### src/rtl/adrv9001_pkg.sv
// Shared definitions for the ADRV9001 TDD controller.
// Holds the FSM state encoding and default counter widths.
package adrv9001_pkg;

  localparam int CNT_WIDTH_DEF  = 32;
  localparam int NFRM_WIDTH_DEF = 16;

  typedef enum logic [1:0] {
    ST_IDLE = 2'd0,
    ST_RUN  = 2'd1,
    ST_DONE = 2'd2
  } tdd_state_e;

endpackage

### src/rtl/adrv9001_tdd_window.sv
// Per-channel TDD window: registered enable and SERDES reset.
// Ports: clk_i/rst_i, cnt_i (frame counter), on_i/off_i/ssi_on_i
// (latched window), run_i (window gate), enable_o, serdes_rst_o.
module adrv9001_tdd_window
  import adrv9001_pkg::*;
#(
  parameter int CNT_WIDTH = CNT_WIDTH_DEF
) (
  input  logic                 clk_i,
  input  logic                 rst_i,
  input  logic [CNT_WIDTH-1:0] cnt_i,
  input  logic [CNT_WIDTH-1:0] on_i,
  input  logic [CNT_WIDTH-1:0] off_i,
  input  logic [CNT_WIDTH-1:0] ssi_on_i,
  input  logic                 run_i,
  output logic                 enable_o,
  output logic                 serdes_rst_o
);

  logic en_d, en_q;
  logic srst_d, srst_q;

  always_comb begin
    en_d   = run_i && (cnt_i >= on_i) && (cnt_i < off_i);
    srst_d = !(run_i && (cnt_i >= ssi_on_i) && (cnt_i < off_i));
  end

  always_ff @(posedge clk_i) begin
    if (rst_i) begin
      en_q   <= 1'b0;
      srst_q <= 1'b1;
    end else begin
      en_q   <= en_d;
      srst_q <= srst_d;
    end
  end

  assign enable_o     = en_q;
  assign serdes_rst_o = srst_q;

endmodule

### src/rtl/adrv9001_tdd_ctrl.sv
// ADRV9001 TDD sequencer: frame counter, run FSM, TX/RX windows.
// Ports: tdd_en_i start/abort, frame/window timing inputs (latched
// at start), channel enables, SERDES resets, busy/done/cfg_err, frame_idx.
module adrv9001_tdd_ctrl
  import adrv9001_pkg::*;
#(
  parameter int CNT_WIDTH  = CNT_WIDTH_DEF,
  parameter int NFRM_WIDTH = NFRM_WIDTH_DEF
) (
  input  logic                  clk_i,
  input  logic                  rst_i,
  input  logic                  tdd_en_i,
  input  logic [CNT_WIDTH-1:0]  frame_len_i,
  input  logic [NFRM_WIDTH-1:0] num_frames_i,
  input  logic [CNT_WIDTH-1:0]  tx_on_i,
  input  logic [CNT_WIDTH-1:0]  tx_off_i,
  input  logic [CNT_WIDTH-1:0]  tx_ssi_on_i,
  input  logic [CNT_WIDTH-1:0]  rx_on_i,
  input  logic [CNT_WIDTH-1:0]  rx_off_i,
  input  logic [CNT_WIDTH-1:0]  rx_ssi_on_i,
  output logic                  tx_enable_o,
  output logic                  rx_enable_o,
  output logic                  tx_serdes_rst_o,
  output logic                  rx_serdes_rst_o,
  output logic                  busy_o,
  output logic                  done_o,
  output logic                  cfg_err_o,
  output logic [NFRM_WIDTH-1:0] frame_idx_o
);

  tdd_state_e state_q, state_d;

  logic en_q;
  logic armed_q;
  logic cfg_err_q;
  logic start, cfg_ok, go;
  logic wrap, last_wrap, win_run;

  logic [CNT_WIDTH-1:0]  cnt_q, flen_q;
  logic [CNT_WIDTH-1:0]  tx_on_q, tx_off_q, tx_ssi_q;
  logic [CNT_WIDTH-1:0]  rx_on_q, rx_off_q, rx_ssi_q;
  logic [NFRM_WIDTH-1:0] nfrm_q, fidx_q;

  // armed_q blocks a start until tdd_en has been seen low,
  // so a level held high across reset cannot launch a run.
  assign start = tdd_en_i && !en_q && armed_q
              && (state_q == ST_IDLE);

  assign cfg_ok = (frame_len_i >= CNT_WIDTH'(2))
               && (tx_off_i <= frame_len_i)
               && (rx_off_i <= frame_len_i)
               && (tx_on_i < tx_off_i)
               && (rx_on_i < rx_off_i)
               && (tx_ssi_on_i <= tx_off_i)
               && (rx_ssi_on_i <= rx_off_i);

  assign go = start && cfg_ok;

  assign wrap      = (cnt_q == flen_q - CNT_WIDTH'(1));
  assign last_wrap = wrap && (nfrm_q != '0)
                  && (fidx_q == nfrm_q - NFRM_WIDTH'(1));

  always_ff @(posedge clk_i) begin
    if (rst_i) state_q <= ST_IDLE;
    else       state_q <= state_d;
  end

  always_comb begin
    state_d = state_q;
    unique case (state_q)
      ST_IDLE: if (go) state_d = ST_RUN;
      ST_RUN: begin
        if (!tdd_en_i)     state_d = ST_IDLE;
        else if (last_wrap) state_d = ST_DONE;
      end
      ST_DONE: state_d = ST_IDLE;
      default: state_d = ST_IDLE;
    endcase
  end

  always_comb begin
    busy_o = 1'b0;
    done_o = 1'b0;
    unique case (1'b1)
      (state_q == ST_RUN):  busy_o = 1'b1;
      (state_q == ST_DONE): done_o = 1'b1;
      default: ;
    endcase
  end

  always_ff @(posedge clk_i) begin
    if (rst_i) begin
      en_q      <= 1'b0;
      armed_q   <= !tdd_en_i;
      cfg_err_q <= 1'b0;
      cnt_q     <= '0;
      fidx_q    <= '0;
      flen_q    <= '0;
      nfrm_q    <= '0;
      tx_on_q   <= '0;
      tx_off_q  <= '0;
      tx_ssi_q  <= '0;
      rx_on_q   <= '0;
      rx_off_q  <= '0;
      rx_ssi_q  <= '0;
    end else begin
      en_q    <= tdd_en_i;
      armed_q <= armed_q || !tdd_en_i;
      if (start) cfg_err_q <= !cfg_ok;
      if (go) begin
        flen_q   <= frame_len_i;
        nfrm_q   <= num_frames_i;
        tx_on_q  <= tx_on_i;
        tx_off_q <= tx_off_i;
        tx_ssi_q <= tx_ssi_on_i;
        rx_on_q  <= rx_on_i;
        rx_off_q <= rx_off_i;
        rx_ssi_q <= rx_ssi_on_i;
        cnt_q    <= '0;
        fidx_q   <= '0;
      end else if (state_q == ST_RUN) begin
        if (wrap) begin
          cnt_q <= '0;
          // The final frame keeps its index for readback.
          if (!last_wrap) fidx_q <= fidx_q + NFRM_WIDTH'(1);
        end else begin
          cnt_q <= cnt_q + CNT_WIDTH'(1);
        end
      end
    end
  end

  // Gate on staying in RUN so the first RUN cycle and the
  // cycle after leaving RUN both show idle window values.
  assign win_run = (state_q == ST_RUN) && (state_d == ST_RUN);

  adrv9001_tdd_window #(.CNT_WIDTH(CNT_WIDTH)) u_tx_win (
    .clk_i        (clk_i),
    .rst_i        (rst_i),
    .cnt_i        (cnt_q),
    .on_i         (tx_on_q),
    .off_i        (tx_off_q),
    .ssi_on_i     (tx_ssi_q),
    .run_i        (win_run),
    .enable_o     (tx_enable_o),
    .serdes_rst_o (tx_serdes_rst_o)
  );

  adrv9001_tdd_window #(.CNT_WIDTH(CNT_WIDTH)) u_rx_win (
    .clk_i        (clk_i),
    .rst_i        (rst_i),
    .cnt_i        (cnt_q),
    .on_i         (rx_on_q),
    .off_i        (rx_off_q),
    .ssi_on_i     (rx_ssi_q),
    .run_i        (win_run),
    .enable_o     (rx_enable_o),
    .serdes_rst_o (rx_serdes_rst_o)
  );

  assign cfg_err_o   = cfg_err_q;
  assign frame_idx_o = fidx_q;

endmodule

### config.mk
export PLATFORM = sky130hd
export DESIGN_NAME = adrv9001_tdd_ctrl
export DESIGN_NICKNAME = d
export VERILOG_FILES = /design/src/rtl/adrv9001_pkg.sv /design/src/rtl/adrv9001_tdd_window.sv /design/src/rtl/adrv9001_tdd_ctrl.sv
export SDC_FILE = /design/constraint.sdc
export NUM_CORES = 1
export LEC_CHECK = 0
export BUFFER_PORTS_ARGS = -buffer_cell sky130_fd_sc_hd__buf_2
export CORE_ASPECT_RATIO = 0.75
export CORE_MARGIN = 1.5
export CORE_UTILIZATION = 54
export DETAILED_ROUTE_END_ITERATION = 16
export PLACE_DENSITY = 0.78
export SLEW_MARGIN = 20
export SYNTH_ARGS = -nofsm -noshare
export SYNTH_HDL_FRONTEND = slang
export SYNTH_SLANG_ARGS = --single-unit
### constraint.sdc
create_clock -name clk_i -period 3.7 [get_ports clk_i]
set_input_delay 0.74 -clock clk_i [delete_from_list [all_inputs] [get_ports clk_i]]
set_output_delay 0.74 -clock clk_i [all_outputs]
set_load 0.02 [all_outputs]
==> flow_summary.yaml <==
floorplanning:
  start_util_pct: 54.7
  core_area_um2: 39500
  rows: 63
  ios: 266
  dieArea_um2: 41200
  die_w_um: 234
  dieHeight_um: 176
global_route:
  grt_max_degree: 103
  grt_pass1_wl_mm: 109
  grt-ovfl-total: 0
  antenna_found_initial: 8
  grt_use_total_pct: 33.7
  grt_pass1_vias: 20700
clocking:
  ctsRootBufferMaster: "clkbuf_16"
  h-tree-depth: 1
  clk_path_buf_depth: 3
  cts_sinks: 297
  cts.clk_slew.worst_paths_ps: 60
  numCtsBuffers: 30
  clock_latency_ps: 590
  cts_tree: "built"
critical_path:
  cp_max_fo: 21
  cp.depth: 15
  slowest_delay_ps: 410
  path_cells: "buf_2 -> inv_1 -> buf_4 -> ha_1 -> nand4_1 -> or2_2 -> nor3_4 -> buf_4 -> a21oi_1 -> a311o_1 -> nor4_4 -> buf_12 -> buf_16 -> mux2i_1 -> nor2_1"
  r2r_slack_ps: 110
  crit_path_end_kind: "register"
  cp_data_required_time_ps: 4140
  cp_data_arrival_time_ps: 4080
  crit_slowest_cell: "or2_2"
  path_buf_inv: 6
  r2r_cells: 10
  cp-start-kind: "input pin"
  crit_family: "simple AND/OR/NAND/NOR gates"
  critical_path_class: "in -> reg"
  cpMostUsedCell: "buf_4"
timing:
  finalSetupViolations: 0
  slew_violations: 0
  setup_tns_ps: 0
  fmax_ghz: 0.274
  max_slew.worst_pin.slew_ps: 768
  finalCritPeriodShare_pct: 98.5
  maxSlewHeadroom_pct: 48.8
  fin_crit_ps: 3640
  fin_skew_ps: 19.9
  hold_viol: 0
run_status:
  outcome: "completed"
yosys:
  synth_xor_area_share_pct: 3.89
  async_flop_share_pct: 0
  syn_avg_cell_area_um2: 8.54
  syn_inst: 2529
  synth-compound-area-share_pct: 11.2
  synth_top_family_by_area: "adder cells"
  syn-num-nets: 3156
  synthTopCellsByArea: "dfxtp_1 28%, ha_1 22%, mux2i_1 11%"
  ys_seq_area_share_pct: 27.5
  synthMuxAreaShare_pct: 11.4
  synth_adder_area_share_pct: 22.3
  synth_warnings: 0
  synth_ff_type: "dfxtp_1"
  netlist_area_um2: 21600
  synth-edff-count: 0
  yosys.area.top_type: "dfxtp_1"
  synthSimpleGateAreaFrac_pct: 17.1
  ys_types: 67
  netlist.area_leader.share_pct: 27.5
  ys_seq_elements: 297
final_layout:
  final_common_cell: "ha_1"
  design_area_um2: 26600
  drive_gt1_share_pct: 19.7
  syn2layout_area_growth_pct: 23.1
  final_cell_mix: "384 x ha_1, 340 x nor2_1, 301 x inv_1"
  nNetsFinal: 3631
detailed_routing:
  via_per_inst: 5.87
  ant_nets: 0
  route.detailed.drc: 0
  wl_per_cell_um: 20.1
  drt_first_pass_iters: 6
  routed_wl_mm: 71.5
  drt_first_iter_violations: 1728
  vias: 20900
flow_run:
  drv_cap: 0
min_path:
  holdPathStages: 2
  hold_path.class: "in -> reg"
placement:
  hpwl_mm: 56.9
  gp_congestion: 0.959
  placed_cell_area_um2: 25200
  port-buffer-count: 265
power:
  vdd_drop_max_uv: 394
  p_leak_uw: 0.0122
  power_density_nw_per_um2: 304
  p_total_uw: 8070
[logic make-up after synthesis]
logic type | after synthesis
simple gates | 751
xor+xnor | 96
fa+ha+maj | 384
flops | 297
compound gates | 382
mux | 246
buf+inv | 373
[per-layer routing]
layer  part of all wire [%]  track usage [%]  vias to the layer above
li1                       -                -                     9866
met1                     45             46.0                     9961
met2                     44             54.7                      894
met3                    7.8             4.65                      162
met4                    3.4             11.2                        2
met5                  0.018                0                        -
[final cells by class]
class,count,area [µm²]
clock inverter,15,258
sequential,297,5950
timing repair buffer,514,3420
fill,3137,12900
clock buffer,39,836
tap,520,651
inverter,302,1130
multi-input combinational,1859,14300
antenna,9,22.5
[cells in the mapped netlist, types with 20 or more instances]
cell type	number
nand2b_1	20
a21o_1	81
a211oi_1	21
nor4_1	33
xnor2_1	39
nor3_1	38
a21oi_1	135
nor2b_1	21
clkbuf_1	41
inv_1	301
mux2i_1	244
xor2_1	57
nand4_1	82
nand2_1	76
dfxtp_1	297
o21ai_0	69
nand3_1	56
ha_1	384
nor2_1	340
[per-stage QoR]
step | hold WS [ps] | instances | setup slack, ps | utilization, %
2_1_floorplan | 445 | 2529 | 3.24 | -
3_3_place_gp | 431 | 3484 | -937 | 63.9
3_5_place_dp | 446 | 3484 | -958 | 63.9
4_1_cts | 342 | 3538 | 15.1 | 66.7
5_1_grt | 364 | 3552 | -26.2 | 67.3
6_report | 360 | 3555 | 56.3 | 67.3
[registers in the layout, summed over array words and instances (netlist names)]
signal                 flops
tx_on_q                   32
rx_off_q                  32
cnt_q                     32
tx_ssi_q                  32
frame_idx_o               16
armed_q                    1
nfrm_q                    16
rx_on_q                   32
flen_q                    32
u_tx_win.enable_o          1
state_q                    2
cfg_err_o                  1
tx_off_q                  32
en_q                       1
u_tx_win.serdes_rst_o      1
u_rx_win.enable_o          1
u_rx_win.serdes_rst_o      1
rx_ssi_q                  32
[path summary, 6_finish.rpt]
kind,from,endpoint
worst max-delay path,frame_len_i[15],tx_on_q[13]
worst min-delay path,tdd_en_i,armed_q
worst max register to register,flen_q[9],frame_idx_o[11]
worst min register to register,cfg_err_o,cfg_err_o
[what timing repair did]
action,CTS,global route
pin swaps,0,5
hold buffers,0,0
endpoints found under the setup margin,285,120
resized for setup,5,17
gates cloned,0,2
setup buffers,0,5
[where the power goes]
part           leakage [µW]  switching (µW)  internal (µW)
registers           0.00239            24.4           3230
logic               0.00927             751            608
clock network      0.000540            1380           2070
(Power assumes the default switching activity.)
